`config.mk`:
```
export PLATFORM = sky130hd
export DESIGN_NAME = lsu_bus_ctrl_flat
export DESIGN_NICKNAME = d
export VERILOG_FILES = /design/src/rtl/lsu_bus_ctrl_if.sv /design/src/rtl/lsu_bus_ctrl.sv /design/src/flat_wrapper.sv
export SDC_FILE = /design/constraint.sdc
export NUM_CORES = 1
export LEC_CHECK = 0
export CORE_MARGIN = 5
export CORE_UTILIZATION = 49
export CTS_CLUSTER_DIAMETER = 80
export CTS_CLUSTER_SIZE = 10
export DETAILED_ROUTE_END_ITERATION = 10
export PLACE_DENSITY = 0.95
export SETUP_SLACK_MARGIN = 0.05
export SYNTH_ARGS = -nofsm -noshare
export SYNTH_HDL_FRONTEND = slang
export SYNTH_SLANG_ARGS = --single-unit
export TNS_END_PERCENT = 1
```
`constraint.sdc`:
```
create_clock -name i_clock -period 6.3 [get_ports i_clock]
set_input_delay 0.63 -clock i_clock [delete_from_list [all_inputs] [get_ports i_clock]]
set_output_delay 0.63 -clock i_clock [all_outputs]
set_load 0.1 [all_outputs]
```
`src/rtl/lsu_bus_ctrl_if.sv`:
```
// ---------------------------------------------------------------------------
// lsu_bus_ctrl_if
// Bundles the execute-side request handshake, the writeback-side result
// handshake and the word-addressed memory bus of the load/store unit.
//   master : the load/store controller's view (drives o_*, samples i_*)
//   slave  : the surrounding pipeline / memory view (drives i_*, samples o_*)
// Signals:
//   i_valid/o_ready, i_ren, i_wen, i_addr, i_wdata, i_type : execute side
//   o_valid/i_ready, o_rdata, o_err                        : writeback side
//   o_mem_req/i_mem_gnt, o_mem_we, o_mem_addr, o_mem_wdata,
//   o_mem_wmask, i_mem_rvalid, i_mem_rdata, i_mem_err      : memory bus
// ---------------------------------------------------------------------------
interface lsu_bus_ctrl_if;
    logic        i_valid;
    logic        o_ready;
    logic        i_ren;
    logic        i_wen;
    logic [31:0] i_addr;
    logic [31:0] i_wdata;
    logic [2:0]  i_type;
    logic        o_valid;
    logic        i_ready;
    logic [31:0] o_rdata;
    logic        o_err;
    logic        o_mem_req;
    logic        i_mem_gnt;
    logic        o_mem_we;
    logic [31:0] o_mem_addr;
    logic [31:0] o_mem_wdata;
    logic [3:0]  o_mem_wmask;
    logic        i_mem_rvalid;
    logic [31:0] i_mem_rdata;
    logic        i_mem_err;

    modport master (
        input  i_valid, i_ren, i_wen, i_addr, i_wdata, i_type, i_ready,
               i_mem_gnt, i_mem_rvalid, i_mem_rdata, i_mem_err,
        output o_ready, o_valid, o_rdata, o_err, o_mem_req, o_mem_we,
               o_mem_addr, o_mem_wdata, o_mem_wmask
    );

    modport slave (
        output i_valid, i_ren, i_wen, i_addr, i_wdata, i_type, i_ready,
               i_mem_gnt, i_mem_rvalid, i_mem_rdata, i_mem_err,
        input  o_ready, o_valid, o_rdata, o_err, o_mem_req, o_mem_we,
               o_mem_addr, o_mem_wdata, o_mem_wmask
    );
endinterface

```
`src/rtl/lsu_bus_ctrl.sv`:
```
// ---------------------------------------------------------------------------
// lsu_bus_ctrl
// Multi-cycle load/store unit. Takes one memory operation from execute,
// runs it over a request/grant/response word bus with byte-lane alignment,
// store masking and load sign/zero extension, and hands the result to
// writeback. Misalignment, invalid funct3, bus errors and timeouts all
// collapse into o_err.
// Ports:
//   i_clock : clock, rising edge
//   i_reset : asynchronous active-high reset
//   bus     : lsu_bus_ctrl_if.master (execute, writeback and memory bus)
// Parameters:
//   TIMEOUT_CYCLES : cycles allowed in REQ+WAIT before aborting (1..255)
// ---------------------------------------------------------------------------
module lsu_bus_ctrl #(
    parameter int unsigned TIMEOUT_CYCLES = 255
) (
    input  logic           i_clock,
    input  logic           i_reset,
    lsu_bus_ctrl_if.master bus
);
    typedef enum logic [1:0] {
        ST_IDLE = 2'd0,
        ST_REQ  = 2'd1,
        ST_WAIT = 2'd2,
        ST_DONE = 2'd3
    } state_t;

    localparam logic [2:0] F3_B  = 3'b000;
    localparam logic [2:0] F3_H  = 3'b001;
    localparam logic [2:0] F3_W  = 3'b010;
    localparam logic [2:0] F3_BU = 3'b100;
    localparam logic [2:0] F3_HU = 3'b101;
    // Counter value at the start of the last permitted REQ/WAIT cycle.
    localparam logic [7:0] TMO_LAST = 8'(TIMEOUT_CYCLES - 32'd1);

    state_t      state_r;
    logic [7:0]  tmo_cnt_r;
    logic        ren_r;
    logic [2:0]  type_r;
    logic [1:0]  lane_r;
    logic        ready_r;
    logic        valid_r;
    logic        err_r;
    logic [31:0] rdata_r;
    logic        mem_req_r;
    logic        mem_we_r;
    logic [31:0] mem_addr_r;
    logic [31:0] mem_wdata_r;
    logic [3:0]  mem_wmask_r;

    logic        acc_noop_s;
    logic        acc_err_s;
    logic [31:0] st_wdata_s;
    logic [3:0]  st_wmask_s;
    logic [31:0] ld_data_s;
    logic        tmo_hit_s;

    // Operation is rejected before touching the bus: both directions,
    // funct3 not defined for the direction, or address not size-aligned.
    function automatic logic op_error_f(input logic ren, input logic wen,
                                        input logic [2:0] ty, input logic [1:0] a);
        logic e;
        e = 1'b0;
        if (ren && wen) begin
            e = 1'b1;
        end else if (ren) begin
            case (ty)
                F3_B, F3_BU: e = 1'b0;
                F3_H, F3_HU: e = a[0];
                F3_W:        e = (a != 2'b00);
                default:     e = 1'b1;
            endcase
        end else if (wen) begin
            case (ty)
                F3_B:    e = 1'b0;
                F3_H:    e = a[0];
                F3_W:    e = (a != 2'b00);
                default: e = 1'b1;
            endcase
        end else begin
            e = 1'b0;
        end
        return e;
    endfunction

    // Replicate store data across lanes so the strobes alone pick the target.
    function automatic logic [31:0] store_wdata_f(input logic [2:0] ty, input logic [31:0] wd);
        logic [31:0] r;
        case (ty)
            F3_B:    r = {4{wd[7:0]}};
            F3_H:    r = {2{wd[15:0]}};
            default: r = wd;
        endcase
        return r;
    endfunction

    // Byte-lane strobes for a store of the given size at lane a.
    function automatic logic [3:0] store_wmask_f(input logic [2:0] ty, input logic [1:0] a);
        logic [3:0] m;
        case (ty)
            F3_B: begin
                case (a)
                    2'd0:    m = 4'b0001;
                    2'd1:    m = 4'b0010;
                    2'd2:    m = 4'b0100;
                    default: m = 4'b1000;
                endcase
            end
            F3_H:    m = a[1] ? 4'b1100 : 4'b0011;
            F3_W:    m = 4'b1111;
            default: m = 4'b0000;
        endcase
        return m;
    endfunction

    // Pick the addressed lane out of the read word and extend it.
    function automatic logic [31:0] load_extract_f(input logic [2:0] ty, input logic [1:0] a,
                                                   input logic [31:0] w);
        logic [7:0]  b;
        logic [15:0] h;
        logic [31:0] r;
        case (a)
            2'd0:    b = w[7:0];
            2'd1:    b = w[15:8];
            2'd2:    b = w[23:16];
            default: b = w[31:24];
        endcase
        h = a[1] ? w[31:16] : w[15:0];
        case (ty)
            F3_B:    r = {{24{b[7]}}, b};
            F3_H:    r = {{16{h[15]}}, h};
            F3_BU:   r = {24'h000000, b};
            F3_HU:   r = {16'h0000, h};
            default: r = w;
        endcase
        return r;
    endfunction

    // Decode the offered operation and pre-compute lane data for both directions.
    always_comb begin
        acc_noop_s = !bus.i_ren && !bus.i_wen;
        acc_err_s  = op_error_f(bus.i_ren, bus.i_wen, bus.i_type, bus.i_addr[1:0]);
        st_wdata_s = store_wdata_f(bus.i_type, bus.i_wdata);
        st_wmask_s = store_wmask_f(bus.i_type, bus.i_addr[1:0]);
        ld_data_s  = load_extract_f(type_r, lane_r, bus.i_mem_rdata);
        tmo_hit_s  = (tmo_cnt_r >= TMO_LAST);
    end

    // Control FSM with all outputs registered; reset abandons any transfer.
    always_ff @(posedge i_clock or posedge i_reset) begin
        if (i_reset) begin
            state_r     <= ST_IDLE;
            tmo_cnt_r   <= 8'd0;
            ren_r       <= 1'b0;
            type_r      <= 3'd0;
            lane_r      <= 2'd0;
            ready_r     <= 1'b1;
            valid_r     <= 1'b0;
            err_r       <= 1'b0;
            rdata_r     <= 32'd0;
            mem_req_r   <= 1'b0;
            mem_we_r    <= 1'b0;
            mem_addr_r  <= 32'd0;
            mem_wdata_r <= 32'd0;
            mem_wmask_r <= 4'd0;
        end else begin
            case (state_r)
                ST_IDLE: begin
                    if (bus.i_valid && ready_r) begin
                        ren_r   <= bus.i_ren;
                        type_r  <= bus.i_type;
                        lane_r  <= bus.i_addr[1:0];
                        ready_r <= 1'b0;
                        if (acc_noop_s || acc_err_s) begin
                            state_r <= ST_DONE;
                            valid_r <= 1'b1;
                            err_r   <= acc_err_s;
                            rdata_r <= 32'd0;
                        end else begin
                            state_r     <= ST_REQ;
                            tmo_cnt_r   <= 8'd0;
                            mem_req_r   <= 1'b1;
                            mem_we_r    <= bus.i_wen;
                            mem_addr_r  <= {bus.i_addr[31:2], 2'b00};
                            mem_wdata_r <= bus.i_wen ? st_wdata_s : 32'd0;
                            mem_wmask_r <= bus.i_wen ? st_wmask_s : 4'd0;
                        end
                    end else begin
                        ready_r <= 1'b1;
                    end
                end
                ST_REQ: begin
                    // A grant in the final allowed cycle still wins over the timeout.
                    if (bus.i_mem_gnt) begin
                        state_r   <= ST_WAIT;
                        mem_req_r <= 1'b0;
                        tmo_cnt_r <= tmo_cnt_r + 8'd1;
                    end else if (tmo_hit_s) begin
                        state_r   <= ST_DONE;
                        mem_req_r <= 1'b0;
                        valid_r   <= 1'b1;
                        err_r     <= 1'b1;
                        rdata_r   <= 32'd0;
                    end else begin
                        tmo_cnt_r <= tmo_cnt_r + 8'd1;
                    end
                end
                ST_WAIT: begin
                    if (bus.i_mem_rvalid) begin
                        state_r <= ST_DONE;
                        valid_r <= 1'b1;
                        if (bus.i_mem_err) begin
                            err_r   <= 1'b1;
                            rdata_r <= 32'd0;
                        end else begin
                            err_r   <= 1'b0;
                            rdata_r <= ren_r ? ld_data_s : 32'd0;
                        end
                    end else if (tmo_hit_s) begin
                        state_r <= ST_DONE;
                        valid_r <= 1'b1;
                        err_r   <= 1'b1;
                        rdata_r <= 32'd0;
                    end else begin
                        tmo_cnt_r <= tmo_cnt_r + 8'd1;
                    end
                end
                ST_DONE: begin
                    // Result held until consumed; acceptance resumes from IDLE only.
                    if (bus.i_ready) begin
                        state_r <= ST_IDLE;
                        valid_r <= 1'b0;
                        ready_r <= 1'b1;
                    end else begin
                        valid_r <= 1'b1;
                    end
                end
                default: begin
                    state_r   <= ST_IDLE;
                    ready_r   <= 1'b1;
                    valid_r   <= 1'b0;
                    mem_req_r <= 1'b0;
                end
            endcase
        end
    end

    assign bus.o_ready     = ready_r;
    assign bus.o_valid     = valid_r;
    assign bus.o_err       = err_r;
    assign bus.o_rdata     = rdata_r;
    assign bus.o_mem_req   = mem_req_r;
    assign bus.o_mem_we    = mem_we_r;
    assign bus.o_mem_addr  = mem_addr_r;
    assign bus.o_mem_wdata = mem_wdata_r;
    assign bus.o_mem_wmask = mem_wmask_r;
endmodule

```
`src/flat_wrapper.sv`:
```
// flat-port wrapper written by rule: the top's interface ports become plain ports
module lsu_bus_ctrl_flat 
#(
    parameter int unsigned TIMEOUT_CYCLES = 255
)
  (i_clock, i_reset, bus_i_valid, bus_i_ren, bus_i_wen, bus_i_addr, bus_i_wdata, bus_i_type, bus_i_ready, bus_i_mem_gnt, bus_i_mem_rvalid, bus_i_mem_rdata, bus_i_mem_err, bus_o_ready, bus_o_valid, bus_o_rdata, bus_o_err, bus_o_mem_req, bus_o_mem_we, bus_o_mem_addr, bus_o_mem_wdata, bus_o_mem_wmask);
  lsu_bus_ctrl_if bus_i ();
  input  logic i_clock;
  input  logic i_reset;
  input wire logic [$bits(bus_i.i_valid)-1:0] bus_i_valid;
  input wire logic [$bits(bus_i.i_ren)-1:0] bus_i_ren;
  input wire logic [$bits(bus_i.i_wen)-1:0] bus_i_wen;
  input wire logic [$bits(bus_i.i_addr)-1:0] bus_i_addr;
  input wire logic [$bits(bus_i.i_wdata)-1:0] bus_i_wdata;
  input wire logic [$bits(bus_i.i_type)-1:0] bus_i_type;
  input wire logic [$bits(bus_i.i_ready)-1:0] bus_i_ready;
  input wire logic [$bits(bus_i.i_mem_gnt)-1:0] bus_i_mem_gnt;
  input wire logic [$bits(bus_i.i_mem_rvalid)-1:0] bus_i_mem_rvalid;
  input wire logic [$bits(bus_i.i_mem_rdata)-1:0] bus_i_mem_rdata;
  input wire logic [$bits(bus_i.i_mem_err)-1:0] bus_i_mem_err;
  output wire logic [$bits(bus_i.o_ready)-1:0] bus_o_ready;
  output wire logic [$bits(bus_i.o_valid)-1:0] bus_o_valid;
  output wire logic [$bits(bus_i.o_rdata)-1:0] bus_o_rdata;
  output wire logic [$bits(bus_i.o_err)-1:0] bus_o_err;
  output wire logic [$bits(bus_i.o_mem_req)-1:0] bus_o_mem_req;
  output wire logic [$bits(bus_i.o_mem_we)-1:0] bus_o_mem_we;
  output wire logic [$bits(bus_i.o_mem_addr)-1:0] bus_o_mem_addr;
  output wire logic [$bits(bus_i.o_mem_wdata)-1:0] bus_o_mem_wdata;
  output wire logic [$bits(bus_i.o_mem_wmask)-1:0] bus_o_mem_wmask;
  assign bus_i.i_valid = bus_i_valid;
  assign bus_i.i_ren = bus_i_ren;
  assign bus_i.i_wen = bus_i_wen;
  assign bus_i.i_addr = bus_i_addr;
  assign bus_i.i_wdata = bus_i_wdata;
  assign bus_i.i_type = bus_i_type;
  assign bus_i.i_ready = bus_i_ready;
  assign bus_i.i_mem_gnt = bus_i_mem_gnt;
  assign bus_i.i_mem_rvalid = bus_i_mem_rvalid;
  assign bus_i.i_mem_rdata = bus_i_mem_rdata;
  assign bus_i.i_mem_err = bus_i_mem_err;
  assign bus_o_ready = bus_i.o_ready;
  assign bus_o_valid = bus_i.o_valid;
  assign bus_o_rdata = bus_i.o_rdata;
  assign bus_o_err = bus_i.o_err;
  assign bus_o_mem_req = bus_i.o_mem_req;
  assign bus_o_mem_we = bus_i.o_mem_we;
  assign bus_o_mem_addr = bus_i.o_mem_addr;
  assign bus_o_mem_wdata = bus_i.o_mem_wdata;
  assign bus_o_mem_wmask = bus_i.o_mem_wmask;
  lsu_bus_ctrl #(.TIMEOUT_CYCLES(TIMEOUT_CYCLES)) u_core (.i_clock(i_clock), .i_reset(i_reset), .bus(bus_i));
endmodule
```
==> reports/results.ini, run 1 <==
[floorplan]
die_h_um=122
ioPinCount=213
die_x_um=122
die-area_mm2=0.0148
placementRows=40
start_util=0.505
core_area_mm2=0.0121

[drt]
drtIter0Drc=821
wl_per_cell_um=18.4
drtPass1Iterations=6
via_per_inst=5.59
num_vias=5728
drt_wl_total_um=18800
route.detailed.drc=0
ant_nets=0

[sta]
slew_headroom=0.263
worst_clock_skew_ps=6.80
final.setup.tns_ps=0
max_freq_mhz=287
setup_slack_ps=2810
slew_violations=0
final.min_clock_period_ps=3490
rsz0062_at_grt=false
tightest_slew_ps=1100
layout_worst_path_cycle_share=0.553
setup_viol=0
hold_viol=0

[clock_network]
worstSkewPairLatency_ps=410
cts_root_buf=clkbuf_16
cts_resized=0
cts-buffers-inserted=17
h-tree-depth=4
clock-sinks=119
cts_max_path_buffers=2
hold_buffers=0
cts_tree=built
cts_setup_buffers=0
clkTransAtPathRegs_ps=60

[final_layout]
fill_cells=856
area_growth_syn_to_layout_pct=43.7
drive_gt1_frac=0.0946
layout.nets=958
antenna_cells=0

[min_path]
hold-path-endpoint=u_core.bus.o_mem_addr[9]$_DFFE_PP0P_
worst_hold_startpoint=u_core.bus.o_mem_addr[9]$_DFFE_PP0P_
hold_path_class=flip-flop to flip-flop
hold_depth=2

[synthesis]
syn_avg_cell_area_um2=9.37
ys.warnings.count=0
synth_edf_count=0
syn_area_mm2=0.00611
ys_seq_area_frac=0.487
ys_async_sr_fraction=1.00
synth_ff_type=dfrtp_1
ys_types=53
ys_seq_elements=119
netlist_instances=652

[setup_path]
max_stage_delay_ps=970
r2r_slack_ps=3470
worstPathCellList=clkdlybuf4s50_1 > o21ai_1 > and4_2 > o21ai_4 > buf_4 > o21ai_0
endpoint_kind=flip-flop
worstPathArrival_ps=3740
path_class=primary input to flip-flop
r2r_end=u_core.bus.o_rdata[31]$_DFFE_PP0P_
start_kind=primary input
r2r-start=u_core.state_r[0]$_DFFE_PP0P_
rr_worst_depth=7
critPathSlowestCell=clkdlybuf4s50_1
required_ps=6550
crit_path_max_fanout=67

[grt]
grt_pass1_wl_um=30000
grt_overflow=0
grt_start_max_net_pins=71
first_global_vias=5688
track_usage=0.257
antenna_found_initial=0

[power]
p_leak_nw=3.80
ir_drop_mv=0.294
power.density_mw_per_mm2=557

[placed_design]
place_ws_ps=2470
gp_congestion=0.882
hpwl_um=13100
portBuffers=210

[job]
maxCapViolations=0

[status]
outcome=finished clean

-- report_power, final --
group | internal, W | switching [W] | total (W)
Clock | 0.000567 | 0.000339 | 0.000906
Sequential | 0.000985 | 0.000198 | 0.00118
Combinational | 0.000698 | 0.00210 | 0.00280
-- cell type report --
class | count | area [um2] | area share
Tap cell | 168 | 210 | 0.0239
Clock buffer | 22 | 474 | 0.0540
Multi-Input combinational cell | 474 | 2840 | 0.324
Timing Repair Buffer | 214 | 2130 | 0.243
Inverter | 18 | 70.1 | 0.00798
Clock inverter | 9 | 76.3 | 0.00869
Sequential cell | 119 | 2980 | 0.339
-- layer usage --
| layer | global-route usage | share of wire | up-vias | routed length (um) |
|---|---|---|---|---|
| li1 | - | - | 2668 | - |
| met1 | 0.332 | 0.40 | 2697 | 7510 |
| met2 | 0.415 | 0.49 | 299 | 9200 |
| met3 | 0.0604 | 0.073 | 64 | 1380 |
| met4 | 0.115 | 0.040 | 0 | 757 |
| met5 | 0 | 0 | - | 0 |
-- sequential cells by signal (all words and copies together), names as in the netlist --
| name | cells |
|---|---|
| u_core.bus.o_mem_addr | 30 |
| u_core.bus.o_rdata | 32 |
| u_core.bus.o_valid | 1 |
| u_core.state_r | 2 |
| u_core.lane_r | 2 |
| u_core.bus.o_mem_we | 1 |
| u_core.bus.o_mem_wmask | 4 |
| u_core.type_r | 3 |
| u_core.bus.o_mem_wdata | 32 |
| u_core.bus.o_ready | 1 |
| u_core.bus.o_mem_req | 1 |
| u_core.bus.o_err | 1 |
| u_core.tmo_cnt_r | 8 |
| u_core.ren_r | 1 |
-- Yosys cell counts, types with 3 or more instances --
cell type / count / area [um2]
o2bb2ai_1: 15 / 131
inv_1: 18 / 67.6
o22ai_1: 5 / 31.3
a211oi_1: 6 / 45.0
nand2_1: 166 / 623
dfrtp_1: 118 / 2950
nand2b_1: 4 / 25.0
nor2b_1: 11 / 68.8
a21oi_1: 50 / 250
nor3_1: 6 / 30.0
mux2_2: 15 / 169
o2bb2ai_2: 20 / 300
mux2i_1: 19 / 190
a21o_1: 6 / 45.0
clkbuf_1: 24 / 90.1
nor2_1: 26 / 97.6
o21ai_0: 65 / 325
nand3_1: 6 / 30.0
buf_12: 3 / 60.1
a21boi_0: 3 / 22.5
nor4_1: 4 / 25.0
buf_2: 10 / 50.1
a221oi_1: 10 / 87.6
ha_1: 6 / 75.1
-- cell usage in the layout (no fill, tap or decap), types with 2 or more instances in the layout --
cell,instances
o32a_1,2
nand2_1,166
nor4_1,4
a211oi_1,6
clkinv_2,6
o22ai_1,5
nor3_1,6
nand2b_1,4
buf_4,4
mux2i_1,19
o211ai_1,2
a21oi_1,50
a21boi_0,3
inv_1,17
o2bb2ai_2,20
conb_1,2
a21o_1,6
nor2_1,26
nand4_1,2
or2_2,2
o2bb2ai_1,15
a221oi_1,10
o31ai_1,2
clkbuf_16,17
nor2b_1,11
clkbuf_8,3
nand3_1,6
dfrtp_1,118
clkdlybuf4s50_1,210
o21ai_0,65
ha_1,6
mux2_2,15
clkbuf_1,2
-- worst max path at each step --
stage | from | to | slack, ps | cells after the start
2_1_floorplan | i_reset | u_core.bus.o_err$_DFFE_PP0P_ | 2510 | 1
4_1_cts | bus_i_type[0] | u_core.bus.o_mem_wdata[7]$_DFFE_PP0P_ | 2800 | 6
3_5_place_dp | bus_i_type[0] | u_core.bus.o_mem_wdata[3]$_DFFE_PP0P_ | 2470 | 6
6_report | bus_i_type[0] | u_core.bus.o_mem_wdata[7]$_DFFE_PP0P_ | 2810 | 6
5_1_grt | bus_i_type[0] | u_core.bus.o_mem_wdata[7]$_DFFE_PP0P_ | 2570 | 6
3_3_place_gp | bus_i_type[0] | u_core.bus.o_mem_wdata[0]$_DFFE_PP0P_ | 2550 | 6
-- worst max-delay path, delay by kind of cell --
kind	cells	cell delay, ps
AND/OR/NAND/NOR	1	360
AO/OA/AOI/OAI	3	1130
buffers and inverters	2	1590
-- cell families (layout without fill, tap and decap cells) --
family,after synthesis,count (layout),synth area share
DFF,119,119,0.487
and+or+nand+nor,235,235,0.164
other,1,2,0.000614
buffers and inverters,60,263,0.0499
adders and majority gates,6,6,0.0123
muxes,35,35,0.0624
AOI/OAI and AO/OA,196,196,0.224
-- stage by stage --
stage	instance area [um2]	total power, W	hold slack, ps	cells	utilization
3_3_place_gp	8230	0.00391	457	993	0.680
6_report	8780	0.00489	469	1024	0.725
4_1_cts	8780	0.00489	475	1024	0.725
5_1_grt	8780	0.00510	492	1024	0.725
2_1_floorplan	6120	0.00338	480	653	-
3_5_place_dp	8230	0.00396	461	993	0.680
Power figures use the tool's default switching activity.
==> inputs of run 2 (changes only) <==
CORE_UTILIZATION = 46   (was 49)
PLACE_DENSITY = 0.9   (was 0.95)
clock period = 3.42 ns   (was 6.3 ns; I/O delays follow)
==> reports/results.ini, run 2 (synthesis results as in run 1) <==
[status]
outcome=finished clean  ; unchanged

[setup_path]
cp_num_cells=7  ; was 6
startpoint=u_core.state_r[0]$_DFFE_PP0P_  ; was bus_i_type[0]
r2r_slack_ps=890  ; was 3470 ps
start_kind=flip-flop  ; was primary input
path_delay_family=simple AND/OR/NAND/NOR gates  ; was buffers and inverters
endpoint_kind=flip-flop  ; unchanged
critPathBufInv=1  ; was 2
path_class=flip-flop to flip-flop  ; was primary input to flip-flop
cp-endpoint=u_core.bus.o_rdata[5]$_DFFE_PP0P_  ; was u_core.bus.o_mem_wdata[7]$_DFFE_PP0P_
max_stage_delay_ps=530  ; was 970 ps
crit_path_max_fanout=15  ; was 67
critPathSlowestCell=nand2_1  ; was clkdlybuf4s50_1
required_ps=3730  ; was 6550 ps
rr_worst_depth=7  ; unchanged
r2r_end=u_core.bus.o_rdata[5]$_DFFE_PP0P_  ; was u_core.bus.o_rdata[31]$_DFFE_PP0P_
worstPathArrival_ps=2840  ; was 3740 ps
r2r-start=u_core.state_r[0]$_DFFE_PP0P_  ; unchanged
worstPathCellList=inv_1 > ha_1 > a21boi_0 > nand2b_1 > nor3_1 > nand2_1 > o2bb2ai_2  ; was clkdlybuf4s50_1 > o21ai_1 > and4_2 > o21ai_4 > buf_4 > o21ai_0

[sta]
hold_viol=0  ; unchanged
hold_slack_ps=370  ; was 469 ps
layout_worst_path_cycle_share=0.739
rsz0062_at_grt=false  ; unchanged
slew_violations=0  ; unchanged
setup_viol=0  ; unchanged
final.min_clock_period_ps=2530
max_freq_mhz=396
tightest_slew_ps=1050  ; was 1100 ps
worst_clock_skew_ps=6.00  ; was 6.80 ps
slew_headroom=0.299  ; was 0.263
final.setup.tns_ps=0  ; unchanged

[final_layout]
register_area_mm2=0.00298  ; unchanged
antenna_cells=0  ; unchanged
drive_gt1_frac=0.0984  ; was 0.0946
fin_util=0.673  ; was 0.725
final_cells=1040  ; was 1,024
layout_common_cells=clkdlybuf4s50_1 (209), nand2_1 (166), dfrtp_1 (118)  ; was clkdlybuf4s50_1 (210), nand2_1 (166), dfrtp_1 (118)
area_growth_syn_to_layout_pct=44.6  ; was 43.7%
layout_commonest_cell=clkdlybuf4s50_1  ; unchanged
fill_cells=945  ; was 856
layout.nets=966  ; was 958
multi_input_area_mm2=0.00285  ; was 0.00284 mm2

[grt]
grt_pass1_wl_um=29800  ; was 30,000 um
first_global_vias=5659  ; was 5,688
antenna_found_initial=0  ; unchanged
grt_overflow=0  ; unchanged
track_usage=0.237  ; was 0.257
grt_start_max_net_pins=68  ; was 71

[floorplan]
ioPinCount=213  ; unchanged
placementRows=42  ; was 40
core_area_mm2=0.0131  ; was 0.0121 mm2
die_x_um=125  ; was 122 um
die_h_um=125  ; was 122 um
start_util=0.465  ; was 0.505
die-area_mm2=0.0157  ; was 0.0148 mm2

[drt]
route.detailed.drc=0  ; unchanged
wl_per_cell_um=18.0  ; was 18.4 um
num_vias=5693  ; was 5,728
drt_wl_total_um=18700  ; was 18,800 um
drtIter0Drc=637  ; was 821
via_per_inst=5.47  ; was 5.59
ant_nets=0  ; unchanged
drtPass1Iterations=6  ; unchanged

[clock_network]
cts-buffers-inserted=17  ; unchanged
cts_root_buf=clkbuf_16  ; unchanged
h-tree-depth=4  ; unchanged
cts_resized=0  ; unchanged
cts_tree=built  ; unchanged
hold_buffers=0  ; unchanged
clkTransAtPathRegs_ps=50  ; was 60 ps
cts_max_path_buffers=2  ; unchanged
worstSkewPairLatency_ps=410  ; about the same
clock-sinks=119  ; unchanged
cts_setup_buffers=0  ; unchanged

[power]
power_frac_comb=0.582  ; was 0.573
clkPwrFrac=0.175  ; was 0.185
p_switching_w=0.00481  ; was 0.00264 W
seq_power_share=0.243  ; was 0.242
cell_internal_pwr_w=0.00409  ; was 0.00225 W
total_power_w=0.00890  ; was 0.00489 W
ir_drop_mv=0.455  ; was 0.294 mV
p_leak_nw=3.82  ; was 3.80 nW
power.density_mw_per_mm2=1010  ; was 557 mW/mm2
p_sw_frac=0.540  ; about the same

[placed_design]
dpl.cell_count=1009  ; was 993
gp_congestion=0.867  ; was 0.882
hpwl_um=13300  ; was 13,100 um
portBuffers=210  ; unchanged

[job]
maxCapViolations=0  ; unchanged

[min_path]
hold_path_class=primary input to asynchronous set/reset pin  ; was flip-flop to flip-flop

[run 2: layout make-up]
| cell class | count | share of cell area |
|---|---|---|
| Tap cell | 176 | 0.0249 |
| Timing Repair Buffer | 222 | 0.249 |
| Multi-Input combinational cell | 474 | 0.323 |
| Clock buffer | 27 | 0.0558 |
| Clock inverter | 4 | 0.00227 |
| Inverter | 18 | 0.00807 |
| Sequential cell | 119 | 0.337 |
[run 2: how the worst min path moves through the flow]
stage	from	endpoint	cells after the start
final	i_reset	u_core.bus.o_mem_wdata[23]$_DFFE_PP0P_	2
after global routing	i_reset	u_core.bus.o_mem_wdata[23]$_DFFE_PP0P_	2
after CTS	i_reset	u_core.bus.o_mem_wdata[23]$_DFFE_PP0P_	2
after detailed placement	u_core.bus.o_mem_addr[10]$_DFFE_PP0P_	u_core.bus.o_mem_addr[10]$_DFFE_PP0P_	2
after global placement	u_core.bus.o_mem_addr[30]$_DFFE_PP0P_	u_core.bus.o_mem_addr[30]$_DFFE_PP0P_	2
after floorplan	bus_i_addr[10]	u_core.bus.o_mem_addr[10]$_DFFE_PP0P_	2
[run 2: worst reg2reg max path, delay by kind of cell, from the launching register on]
kind / cells / cell delay [ps]
simple gates: 3 / 1000
compound gates: 2 / 620
flops: 1 / 400
buf+inv: 1 / 80
fa+ha+maj: 1 / 340
[run 2: power groups by stage]
stage                     sequential [W]  combinational (W)  clock, W
after detailed placement         0.00218            0.00515         0
after CTS                        0.00216            0.00518   0.00158
after global placement           0.00216            0.00508         0
after global routing             0.00222            0.00541   0.00165
final                            0.00217            0.00518   0.00156
after floorplan                  0.00458            0.00164         0
[run 2: metal layers]
layer / vias up / part of all wire / GRT usage / wire (um)
li1: 2682 / - / - / -
met5: - / 0 / 0 / 0
met4: 0 / 0.041 / 0.112 / 760
met1: 2717 / 0.40 / 0.286 / 7440
met3: 54 / 0.065 / 0.0635 / 1210
met2: 240 / 0.50 / 0.397 / 9330
[run 2: through the flow]
step | setup WS [ps] | cell area (um2)
floorplan | 1140 | 6120
global placement | 781 | 8320
detailed placement | 687 | 8320
CTS | 889 | 8840
global route | 708 | 8840
finish | 892 | 8840
==> inputs of run 3 (changes only) <==
CORE_UTILIZATION = 41   (was 46)
PLACE_DENSITY = 0.86   (was 0.9)
clock period = 2.2 ns   (was 3.42 ns; I/O delays follow)
==> reports/results.ini, run 3 (synthesis results as in run 1) <==
[clock_network]
cts_tree=built  ; unchanged
hold_buffers=0  ; unchanged
h-tree-depth=4  ; unchanged
clock-sinks=119  ; unchanged
cts_max_path_buffers=2  ; unchanged
clkTransAtPathRegs_ps=60  ; was 50 ps
cts-buffers-inserted=17  ; unchanged
cts_root_buf=clkbuf_16  ; unchanged
worstSkewPairLatency_ps=410  ; about the same

[final_layout]
layout.nets=998  ; was 966
design_area_mm2=0.00907  ; was 0.00884 mm2
layout_commonest_cell=nand2_1  ; was clkdlybuf4s50_1
layout_common_cells=nand2_1 (166), buf_4 (135), dfrtp_1 (118)  ; was clkdlybuf4s50_1 (209), nand2_1 (166), dfrtp_1 (118)
final_cells=1079  ; was 1,040
area_growth_syn_to_layout_pct=48.4  ; was 44.6%
antenna_cells=0  ; unchanged
fill_cells=1154  ; was 945
drive_gt1_frac=0.251  ; was 0.0984

[grt]
grt_overflow=0  ; unchanged
antenna_found_initial=0  ; unchanged
track_usage=0.216  ; was 0.237
first_global_vias=5687  ; was 5,659
grt_pass1_wl_um=30600  ; was 29,800 um
grt_start_max_net_pins=33  ; was 68

[sta]
slew_violations=0  ; unchanged
worst_clock_skew_ps=6.91  ; was 6.00 ps
final.min_clock_period_ps=2080  ; was 2530 ps
rsz0062_at_grt=true  ; was false
slew_headroom=0.237  ; was 0.299
setup_viol=0  ; unchanged
max_freq_mhz=480  ; was 396 MHz
layout_worst_path_cycle_share=0.947  ; was 0.739
final.setup.tns_ps=0  ; unchanged
tightest_slew_ps=1140  ; was 1050 ps
hold_viol=0  ; unchanged

[drt]
wl_per_cell_um=17.7  ; was 18.0 um
drtPass1Iterations=6  ; unchanged
drtIter0Drc=538  ; was 637
via_per_inst=5.33  ; was 5.47
num_vias=5753  ; was 5,693
ant_nets=0  ; unchanged
drt_wl_total_um=19100  ; was 18,700 um
route.detailed.drc=0  ; unchanged

[setup_path]
max_stage_delay_ps=510  ; was 530 ps
start_kind=flip-flop  ; unchanged
r2r-start=u_core.state_r[1]$_DFFE_PP0P_  ; was u_core.state_r[0]$_DFFE_PP0P_
r2r_slack_ps=120  ; was 890 ps
worstPathCellList=inv_1 > ha_1 > a21boi_0 > nand2b_1 > or4_4 > buf_12 > o2bb2ai_1  ; was inv_1 > ha_1 > a21boi_0 > nand2b_1 > nor3_1 > nand2_1 > o2bb2ai_2
crit_path_max_fanout=32  ; was 15
critPathBufInv=2  ; was 1
path_class=flip-flop to flip-flop  ; unchanged
r2r_end=u_core.bus.o_rdata[13]$_DFFE_PP0P_  ; was u_core.bus.o_rdata[5]$_DFFE_PP0P_
rr_worst_depth=7  ; unchanged
required_ps=2490  ; was 3730 ps
endpoint_kind=flip-flop  ; unchanged
critPathSlowestCell=or4_4  ; was nand2_1
worstPathArrival_ps=2370  ; was 2840 ps
path_delay_family=simple AND/OR/NAND/NOR gates  ; unchanged

[power]
p_leak_nw=4.27  ; was 3.82 nW
ir_drop_mv=0.877  ; was 0.455 mV
power.density_mw_per_mm2=1590  ; was 1010 mW/mm2

[status]
outcome=finished clean  ; unchanged

[floorplan]
core_area_mm2=0.0146  ; was 0.0131 mm2
die_h_um=132  ; was 125 um
placementRows=44  ; was 42
start_util=0.419  ; was 0.465
ioPinCount=213  ; unchanged
die_x_um=132  ; was 125 um
die-area_mm2=0.0174  ; was 0.0157 mm2

[placed_design]
portBuffers=210  ; unchanged
placed_area_mm2=0.00846  ; was 0.00832 mm2
hpwl_um=13800  ; was 13,300 um
gp_congestion=0.879  ; was 0.867
dpl.cell_count=1049  ; was 1,009

[job]
maxCapViolations=0  ; unchanged

[min_path]
hold_path_class=primary input to asynchronous set/reset pin  ; unchanged

[run 3: cell types whose count changed in the layout (fill, tap and decap cells not counted), sizes merged]
cell	before	now
buf	13	147
clkdlybuf4s50	209	107
clkbuf	27	22
bufinv	0	3
clkinvlp	1	3
clkinv	4	3
[run 3: cell type report]
type                            count  area, um2  share of cell area
Inverter                           18       71.3             0.00786
Multi-Input combinational cell    474       2850               0.314
Sequential cell                   119       2980               0.328
Timing Repair Buffer              254       2320               0.256
Clock buffer                       22        494              0.0545
Tap cell                          184        230              0.0254
Clock inverter                      8        120              0.0132
[run 3: per-layer routing]
layer	track usage	wire (um)
met3	0.0550	1220
met1	0.284	8060
met2	0.349	9340
met4	0.0714	493
met5	0	0
[run 3: power by group]
| group | switching [W] | internal (W) | total [W] | leakage (nW) |
|---|---|---|---|---|
| combinational | 0.00617 | 0.00208 | 0.00825 | 2.36 |
| clock | 0.000981 | 0.00191 | 0.00289 | 0.300 |
| sequential | 0.000445 | 0.00282 | 0.00327 | 1.60 |
[run 3: stage by stage]
| stage | power (W) | util | hold WS, ps | worst slack [ps] |
|---|---|---|---|---|
| detailed placement | 0.0115 | 0.580 | 467 | -36.8 |
| CTS | 0.0145 | 0.622 | 284 | 125 |
| finish | 0.0144 | 0.622 | 285 | 117 |
| global placement | 0.0114 | 0.580 | 460 | 31.8 |
| floorplan | 0.00967 | - | 325 | -84.0 |
| global route | 0.0151 | 0.622 | 317 | 16.1 |
[run 3: worst max-delay path by stage]
stage                                               from                            endpoint  slack [ps]  cells past startpoint
after CTS                  u_core.state_r[1]$_DFFE_PP0P_  u_core.bus.o_rdata[28]$_DFFE_PP0P_         130                      7
after global routing       u_core.state_r[1]$_DFFE_PP0P_  u_core.bus.o_rdata[14]$_DFFE_PP0P_          20                      7
after detailed placement                   bus_i_addr[0]     u_core.tmo_cnt_r[0]$_DFFE_PP0P_         -40                      6
after floorplan           u_core.bus.o_ready$_DFFE_PP1P_   u_core.bus.o_rdata[0]$_DFFE_PP0P_         -80                      6
final                      u_core.state_r[1]$_DFFE_PP0P_  u_core.bus.o_rdata[13]$_DFFE_PP0P_         120                      7
after global placement                     bus_i_type[1]  u_core.bus.o_rdata[13]$_DFFE_PP0P_          30                      7
[run 3: worst reg2reg max path, delay by kind of cell, from the launching register on]
kind            cells  cell delay [ps]
buf+inv             2              280
compound gates      2              340
flops               1              410
fa+ha+maj           1              210
simple gates        2              730
[run 3: timing repair]
item	CTS	global route
endpoints found under the setup margin	0	23
gates resized for setup	0	1
buffers inserted	0	0
